--- src/rtl/cam_pattern_tx.sv ---
// Synthetic OV7670-style DVP source: emits RGB565 test patterns as a byte stream
// (vsync/href/data), two bytes per pixel, high byte first, one byte per clk.
module cam_pattern_tx #(
    parameter int H_ACTIVE    = 640,
    parameter int V_ACTIVE    = 480,
    parameter int H_BLANK     = 144,
    parameter int VSYNC_LINES = 3,
    parameter int V_BACK      = 17,
    parameter int V_FRONT     = 10,
    parameter int CHECK_LOG2  = 3
) (
    input  logic        clk,
    input  logic        rst,
    input  logic        enable,
    input  logic [1:0]  pattern_sel,
    input  logic [15:0] const_pixel,
    output logic        cam_vsync,
    output logic        cam_href,
    output logic [7:0]  cam_data,
    output logic        frame_start,
    output logic        frame_done,
    output logic [15:0] frame_count,
    output logic        busy
);

    localparam int L         = 2 * H_ACTIVE + H_BLANK;
    localparam int HW        = $clog2(L);
    localparam int MAX_VA_VF = (V_ACTIVE > V_FRONT) ? V_ACTIVE : V_FRONT;
    localparam int MAX_VS_VB = (VSYNC_LINES > V_BACK) ? VSYNC_LINES : V_BACK;
    localparam int MAX_LINES = (MAX_VA_VF > MAX_VS_VB) ? MAX_VA_VF : MAX_VS_VB;
    localparam int LW        = $clog2(MAX_LINES + 1);
    localparam int BAR_W     = H_ACTIVE / 8;
    localparam int BPW       = (BAR_W > 1) ? $clog2(BAR_W) : 1;

    typedef enum logic [2:0] {IDLE, VSYNC, VBACK, ACTIVE, VFRONT} state_t;

    state_t           state, n_state;
    logic [HW-1:0]    hcnt, n_hcnt;
    logic [LW-1:0]    line_cnt, n_line;
    logic [2:0]       bar_idx, n_bar_idx;
    logic [BPW-1:0]   bar_px, n_bar_px;
    logic [1:0]       pat_q;
    logic [15:0]      const_q;

    logic             n_latch, n_href, n_done;
    logic [7:0]       n_data;
    logic [15:0]      pixel;
    logic [7:0]       x, y;
    int               state_lines;

    // x/y are truncated views of the counters; only some bits feed a given pattern.
    logic unused_xy;
    assign unused_xy = ^{x, y};

    // The next position is computed here and every output is registered from it,
    // so the pins always describe the position held in state/hcnt/line_cnt.
    always_comb begin
        // NOTE: every variable gets a default first so no path leaves one unassigned (no latches).
        n_state     = state;
        n_hcnt      = hcnt;
        n_line      = line_cnt;
        n_bar_idx   = bar_idx;
        n_bar_px    = bar_px;
        n_latch     = 1'b0;
        pixel       = 16'h0000;
        state_lines = 1;

        case (state)
            VSYNC:   state_lines = VSYNC_LINES;
            VBACK:   state_lines = V_BACK;
            ACTIVE:  state_lines = V_ACTIVE;
            VFRONT:  state_lines = V_FRONT;
            default: state_lines = 1;
        endcase

        if (state == IDLE) begin
            if (enable) begin
                n_state = VSYNC;
                n_hcnt  = '0;
                n_line  = '0;
                n_latch = 1'b1;
            end
        end else if (hcnt == HW'(L - 1)) begin
            n_hcnt = '0;
            if (line_cnt == LW'(state_lines - 1)) begin
                n_line = '0;
                case (state)
                    VSYNC:   n_state = VBACK;
                    VBACK:   n_state = ACTIVE;
                    ACTIVE:  n_state = VFRONT;
                    default: begin
                        n_state = enable ? VSYNC : IDLE;
                        n_latch = enable;
                    end
                endcase
            end else begin
                n_line = line_cnt + 1'b1;
            end
        end else begin
            n_hcnt = hcnt + 1'b1;
        end

        // Bar counter advances once per pixel (on each even byte) instead of dividing x.
        if (n_hcnt == '0) begin
            n_bar_idx = '0;
            n_bar_px  = '0;
        end else if (!n_hcnt[0]) begin
            if (bar_px == BPW'(BAR_W - 1)) begin
                n_bar_px  = '0;
                n_bar_idx = bar_idx + 3'd1;
            end else begin
                n_bar_px  = bar_px + 1'b1;
            end
        end

        x = 8'(n_hcnt >> 1);
        y = 8'(n_line);

        case (pat_q)
            2'd0: begin
                case (n_bar_idx)
                    3'd0:    pixel = 16'hFFFF;
                    3'd1:    pixel = 16'hFFE0;
                    3'd2:    pixel = 16'h07FF;
                    3'd3:    pixel = 16'h07E0;
                    3'd4:    pixel = 16'hF81F;
                    3'd5:    pixel = 16'hF800;
                    3'd6:    pixel = 16'h001F;
                    default: pixel = 16'h0000;
                endcase
            end
            2'd1:    pixel = {x[7:3], x[7:2], x[7:3]};
            2'd2:    pixel = (x[CHECK_LOG2] ^ y[CHECK_LOG2]) ? 16'hFFFF : 16'h0000;
            default: pixel = const_q;
        endcase

        n_href = (n_state == ACTIVE) && (int'(n_hcnt) < 2 * H_ACTIVE);
        n_data = n_href ? (n_hcnt[0] ? pixel[7:0] : pixel[15:8]) : 8'h00;
        n_done = (n_state == VFRONT) && (n_line == LW'(V_FRONT - 1)) &&
                 (n_hcnt == HW'(L - 1));
    end

    always_ff @(posedge clk or posedge rst) begin
        if (rst) begin
            // NOTE: the frame-latched pattern registers are reset too, so a reset leaves no stale frame state.
            state       <= IDLE;
            hcnt        <= '0;
            line_cnt    <= '0;
            bar_idx     <= '0;
            bar_px      <= '0;
            pat_q       <= '0;
            const_q     <= '0;
            cam_vsync   <= 1'b0;
            cam_href    <= 1'b0;
            cam_data    <= 8'h00;
            frame_start <= 1'b0;
            frame_done  <= 1'b0;
            frame_count <= 16'h0000;
            busy        <= 1'b0;
        end else begin
            // NOTE: non-blocking assignments so every register samples pre-edge values.
            state       <= n_state;
            hcnt        <= n_hcnt;
            line_cnt    <= n_line;
            bar_idx     <= n_bar_idx;
            bar_px      <= n_bar_px;
            if (n_latch) begin
                pat_q   <= pattern_sel;
                const_q <= const_pixel;
            end
            cam_vsync   <= (n_state == VSYNC);
            cam_href    <= n_href;
            cam_data    <= n_data;
            frame_start <= n_latch;
            frame_done  <= n_done;
            if (n_done) frame_count <= frame_count + 16'd1;
            busy        <= (n_state != IDLE);
        end
    end

endmodule

--- config.mk ---
export PLATFORM = sky130hd
export DESIGN_NAME = cam_pattern_tx
export DESIGN_NICKNAME = d
export VERILOG_FILES = /design/src/rtl/cam_pattern_tx.sv
export SDC_FILE = /design/constraint.sdc
export NUM_CORES = 1
export LEC_CHECK = 0
export ABC_CLOCK_PERIOD_IN_PS = 5800
export CAP_MARGIN = 0
export CORE_MARGIN = 4
export CORE_UTILIZATION = 45
export CTS_CLUSTER_DIAMETER = 80
export DETAILED_ROUTE_END_ITERATION = 10
export GPL_TIMING_DRIVEN = 1
export PLACE_DENSITY = 0.66
export SLEW_MARGIN = 20
export SYNTH_ARGS = -nofsm -noshare
export SYNTH_HDL_FRONTEND = slang
export SYNTH_SLANG_ARGS = --single-unit
--- constraint.sdc ---
create_clock -name clk -period 5.8 [get_ports clk]
set_input_delay 1.45 -clock clk [delete_from_list [all_inputs] [get_ports clk]]
set_output_delay 1.45 -clock clk [all_outputs]
set_load 0.05 [all_outputs]
==> impl_metrics.ini, run 1 <==
[sta]
fin_crit_sh = 0.794
report.final.hold_viol_count = 0
final-setup-viol-count = 0
slew_headroom = 0.479
clock.fmax_ghz = 0.217
finClkSkew_ns = 0.00831
period_minus_slack_ns = 4.61
tightest_slew_ns = 0.781
final_max_slew_viol_count = 0
holdWs_ns = 0.489
final.setup.tns_ns = 0
rsz0062_at_grt = false

[layout]
seq_area_sq_um = 2000
drive_gt1_frac = 0.115
layout_common_cells = dfrtp_1, nand2_1, clkdlybuf4s50_1
fillers = 910
layout_commonest_cell = dfrtp_1
final_nets = 547
syn_to_final_growth_pct = 17.7
multi_input_area_sq_um = 2380
diodes = 0

[outcome]
outcome = completed

[floorplanning]
start_util = 0.466
ios = 50
dieArea_sq_um = 11800
coreArea_sq_um = 9820
fp.dieW_microns = 109
die_h_microns = 109
fp-row-count = 36

[cts]
clock_tree.buffer_depth = 2
cts_tree = built
cts_hold_buf = 0
h-tree-depth = 3
path_clk_slew_ns = 0.08
clkSinkCount = 80
post-cts-setup-buffer-count = 0
insertion_delay_ns = 0.35
cts-resized-gates = 0
cts-root-buf = clkbuf_8
cts_buffers = 9

[setup_path]
cp_data_arrival_time_ns = 4.88
crit_path_start_kind = input port
end_kind = flip-flop
critical_path_class = in -> reg
cp_max_fo = 17
critPathRequiredTime_ns = 6.07

[routing]
via_per_inst = 5.80
antenna_left = 0
drc_errors = 0
vias = 3813
wl_per_cell_microns = 16.1
first_pass_iters = 4
drt_iter0_markers = 257
wl_microns = 10600

[power_and_ir_drop]
leakagePower_nw = 2.37
ir_drop_mv = 0.153
powerDensity_nw_per_um2 = 207

[hold_path]
hold_class = reg -> reg

[place]
hpwlAfterDp_microns = 7470
gp_congestion = 0.891
port_buffers = 49

[global_routing]
grt_pass1_vias = 3593
grt_max_degree = 47
grt_pass1_wl_microns = 18100
gr-total-overflow = 0
groute.usage.overall = 0.190
antenna_found_initial = 0

[job]
maxCapViolations = 0

[logic_synthesis]
synth_seq_area_share = 0.438
async_flop_share = 1.00
synth_largest_area_cell = dfrtp_1
yosysTopAreaCellShare = 0.438
netlist_area_sq_um = 4570
synth-main-ff-cell = dfrtp_1
syn-mean-instance-area_sq_um = 9.43
synth-seq-cells = 80
synth-edff-count = 0
syn_inst = 485
synth.distinct_cells = 65
syn_nets = 513
synth.area.top_cells = dfrtp_1, mux2_2, nand2_1, nor2_1, xor2_1
ys.warnings.count = 0
==> report_power, final <==
| part | leakage (nW) | switching (mW) | internal [mW] |
|---|---|---|---|
| Combinational | 1.27 | 0.0203 | 0.0201 |
| Sequential | 0.978 | 0.00686 | 0.564 |
| Clock | 0.124 | 0.203 | 0.298 |
| Total | 2.37 | 0.230 | 0.882 |
==> worst max-delay path: stages <==
cell	delay, ns
clkdlybuf4s50_1	0.53
or4_1	0.73
o32ai_1	0.30
a21oi_1	0.10
a211oi_1	0.26
nand3_1	0.12
nor3b_1	0.26
nand4_2	0.45
nor4_1	0.46
xor2_1	0.20
==> state kept, by name (all words and copies together), names as in the netlist, 2 cells and up <==
name         count
hcnt            11
frame_count     16
const_q         16
state            3
cam_data         8
line_cnt         9
pat_q            2
bar_px           7
bar_idx          3
==> synth_stat cells (3+ instances only) <==
master	instances
a211oi_1	5
a21oi_1	24
a31oi_1	5
and3_1	7
and3b_1	3
buf_2	13
clkbuf_1	17
dfrtp_1	80
ha_1	7
inv_1	18
mux2_2	20
mux2i_1	4
nand2_1	49
nand2b_1	7
nand3_1	20
nand4_1	8
nor2_1	38
nor3_1	17
nor3_2	6
nor3b_1	6
nor4_1	7
o211ai_1	3
o21ai_0	25
o221ai_1	15
o41ai_1	3
or4_1	3
xnor2_1	13
xor2_1	16
==> path summary, 6_finish.rpt <==
| path | start | endpoint | slack [ns] | cells past startpoint |
|---|---|---|---|---|
| setup / recovery | enable | frame_count[9] | 1.19 | 10 |
| hold / removal | frame_count[15] | frame_count[15] | 0.49 | 1 |
| setup reg to reg | state[2] | frame_count[9] | 1.24 | 13 |
| hold reg to reg | frame_count[15] | frame_count[15] | 0.49 | 1 |
| max in group asynchronous | rst | const_q[5] | 3.36 | 3 |
| min in group asynchronous | rst | bar_px[3] | 1.54 | 2 |
==> per-layer routing <==
layer | up-vias | global-route usage | wire, microns
met5 | - | 0 | 0
met4 | 0 | 0.0595 | 116
met3 | 10 | 0.0355 | 601
met2 | 140 | 0.281 | 4830
met1 | 1827 | 0.282 | 5040
li1 | 1836 | - | -
==> stage by stage <==
step                power, mW  instances  worst slack (ns)  utilization  instance area, sq um
CTS                      1.13        657              1.19        0.548                  5380
global placement        0.623        641             0.965        0.523                  5130
detailed placement      0.624        641             0.825        0.523                  5130
finish                   1.11        657              1.19        0.548                  5390
global route             1.16        657             0.794        0.548                  5390
floorplan               0.601        485              2.01            -                  4570
==> cells by family (layout without fill, tap and decap cells) <==
kind of cell / count (synthesis) / after routing / share of synthesized area
DFF: 80 / 80 / 0.438
and+or+nand+nor: 191 / 191 / 0.226
adders and majority gates: 7 / 7 / 0.0191
buffers and inverters: 48 / 87 / 0.0429
AOI/OAI and AO/OA: 105 / 105 / 0.158
xor gates and xnor gates: 29 / 29 / 0.0555
muxes: 25 / 25 / 0.0604
==> final cells by class <==
type,count,area share
Multi-Input combinational cell,357,0.442
Timing Repair Buffer,53,0.0967
Clock inverter,5,0.0193
Clock buffer,11,0.0263
Sequential cell,80,0.372
Tap cell,133,0.0309
Inverter,18,0.0128
No activity file was read; power rests on OpenSTA's default activity.
==> run 2: changes to the inputs <==
--- a/config.mk
+++ b/config.mk
@@ -5,14 +5,14 @@
 export SDC_FILE = /design/constraint.sdc
 export NUM_CORES = 1
 export LEC_CHECK = 0
-export ABC_CLOCK_PERIOD_IN_PS = 5800
+export ABC_CLOCK_PERIOD_IN_PS = 4000
 export CAP_MARGIN = 0
 export CORE_MARGIN = 4
 export CORE_UTILIZATION = 45
 export CTS_CLUSTER_DIAMETER = 80
 export DETAILED_ROUTE_END_ITERATION = 10
 export GPL_TIMING_DRIVEN = 1
-export PLACE_DENSITY = 0.66
+export PLACE_DENSITY = 0.69
 export SLEW_MARGIN = 20
 export SYNTH_ARGS = -nofsm -noshare
 export SYNTH_HDL_FRONTEND = slang
==> constraint.sdc (replaced) <==
create_clock -name clk -period 4 [get_ports clk]
set_input_delay 1 -clock clk [delete_from_list [all_inputs] [get_ports clk]]
set_output_delay 1 -clock clk [all_outputs]
set_load 0.05 [all_outputs]
==> run 2 against run 1 <==
- die area unchanged
- setup slack worse by 0.98 ns
- non-clock buffer count increased by 22
- worst hold slack got worse by 0.019 ns
- largest power group unchanged
- flip-flop and latch count is the same
- critical path depth is 4 higher
- largest cell class unchanged
- final area is 2.8% higher
- utilization rose by 1.5 points
- first-iteration DRC count increased by 22%
- sequential power grew 45%
- highest routed layer unchanged
- clock skew down 0.0012 ns
==> impl_metrics.ini, run 2 (synthesized netlist as in run 1, its figures left out) <==
[outcome]
outcome = completed

[hold_path]
hold_class = reg -> reg

[setup_path]
slowest_stage = or3b_1
cpPeakStageDelay_ns = 0.46
crit_path_start_kind = flip-flop
cp_top_family = compound AO/OA/AOI/OAI gates
cp_data_arrival_time_ns = 4.07
critPathRequiredTime_ns = 4.28
crit_chain = or3b_1, nand2_1, ha_1, ha_2, nor3_1, a21o_1, a221oi_4, nor3_4, o41a_1, a2111oi_2, nand4_2, buf_4, nor3_1, xor2_1
end_kind = flip-flop
cpMostUsedCell = nor3_1
critical_path_class = reg -> reg
rrSetupSlack_ns = 0.22
critPathBufInv = 1
cp_max_fo = 10

[cts]
h-tree-depth = 3
cts_buffers = 9
cts_hold_buf = 0
path_clk_slew_ns = 0.08
clock_tree.buffer_depth = 2
cts-root-buf = clkbuf_8
cts_tree = built
insertion_delay_ns = 0.36
clkSinkCount = 80

[power_and_ir_drop]
p_int_mw = 1.17
swShare = 0.225
powerDensity_nw_per_um2 = 273
combPwrFrac = 0.040
ir_drop_mv = 0.187
leakagePower_nw = 2.46
pwr-share-clk = 0.412
switchingPower_mw = 0.339
sequentialPowerShare = 0.548

[sta]
clock.fmax_ghz = 0.264
holdWs_ns = 0.470
report.final.hold_viol_count = 0
fin_crit_sh = 0.946
final-setup-viol-count = 0
period_minus_slack_ns = 3.78
final_max_slew_viol_count = 0
tightest_slew_ns = 0.671
timing.final.ws_setup_ns = 0.215
slew_headroom = 0.552
finClkSkew_ns = 0.00716
final.setup.tns_ns = 0

[place]
place_ws_ns = 0.0895
port_buffers = 49
placed_area_sq_um = 5280
hpwlAfterDp_microns = 8050
gp_congestion = 0.926

[floorplanning]
ios = 50
start_util = 0.466
coreArea_sq_um = 9820
fp.dieW_microns = 109
fp-row-count = 36
dieArea_sq_um = 11800
die_h_microns = 109

[routing]
first_pass_iters = 5
via_per_inst = 5.84
wl_microns = 11000
drt_iter0_markers = 313
antenna_left = 0
vias = 3962
wl_per_cell_microns = 16.3
drc_errors = 0

[layout]
drive_gt1_frac = 0.154
fin_util = 0.564
final_nets = 569
final_area_sq_um = 5540
layout_commonest_cell = dfrtp_1
fillers = 899
syn_to_final_growth_pct = 21.0
largestRegisters = const_q x16, frame_count x16, hcnt x11
diodes = 0
layout_common_cells = dfrtp_1, nand2_1, clkdlybuf4s50_1

[global_routing]
grt_max_degree = 40
antenna_found_initial = 0
grt_pass1_vias = 3863
groute.usage.overall = 0.203
gr-total-overflow = 0
grt_pass1_wl_microns = 19200

[job]
maxCapViolations = 0
==> run 2: worst reg2reg max path, delay by kind of cell, from the launching register on <==
family	cells	cell delay, ns
AO/OA/AOI/OAI	4	1.22
buffers and inverters	1	0.25
adder cells (fa/ha/maj)	2	0.49
XOR/XNOR	1	0.17
flip-flops	1	0.37
AND/OR/NAND/NOR	6	1.22
==> run 2: repair_timing <==
action	CTS	global route
endpoints found under the setup margin	0	12
resized for setup	0	5
buffers inserted	0	2
==> run 2: metrics by stage <==
stage,std cells,power (mW)
floorplan,485,0.872
global placement,661,0.904
detailed placement,661,0.906
CTS,677,1.53
global route,679,1.58
finish,679,1.51
==> run 2: routing by layer <==
layer,global-route usage,vias up,share of wire
li1,-,1878,-
met1,0.283,1912,0.45
met2,0.310,144,0.47
met3,0.0426,28,0.056
met4,0.0784,0,0.023
met5,0,-,0
==> run 2: layout make-up <==
class / count / area (sq um) / share of cell area
Multi-Input combinational cell: 357 / 2410 / 0.435
Sequential cell: 80 / 2000 / 0.362
Timing Repair Buffer: 75 / 686 / 0.124
Tap cell: 133 / 166 / 0.0301
Clock buffer: 12 / 155 / 0.0280
Inverter: 18 / 68.8 / 0.0124
Clock inverter: 4 / 52.6 / 0.00949
==> run 2: path summary, 6_finish.rpt <==
kind / from / to / cells past startpoint
min: frame_count[15] / frame_count[15] / 1
max reg2reg: state[1] / frame_count[7] / 14
min reg2reg: frame_count[15] / frame_count[15] / 1
min in group asynchronous: rst / hcnt[10] / 2
max: state[1] / frame_count[7] / 14
max in group asynchronous: rst / frame_count[1] / 3
==> run 2: power groups by stage <==
stage	Sequential [mW]	Clock (mW)	Combinational, mW
after global routing	0.829	0.677	0.0695
after CTS	0.827	0.641	0.0625
final	0.828	0.622	0.0608
after detailed placement	0.844	0	0.0622
after floorplan	0.838	0	0.0335
after global placement	0.843	0	0.0607
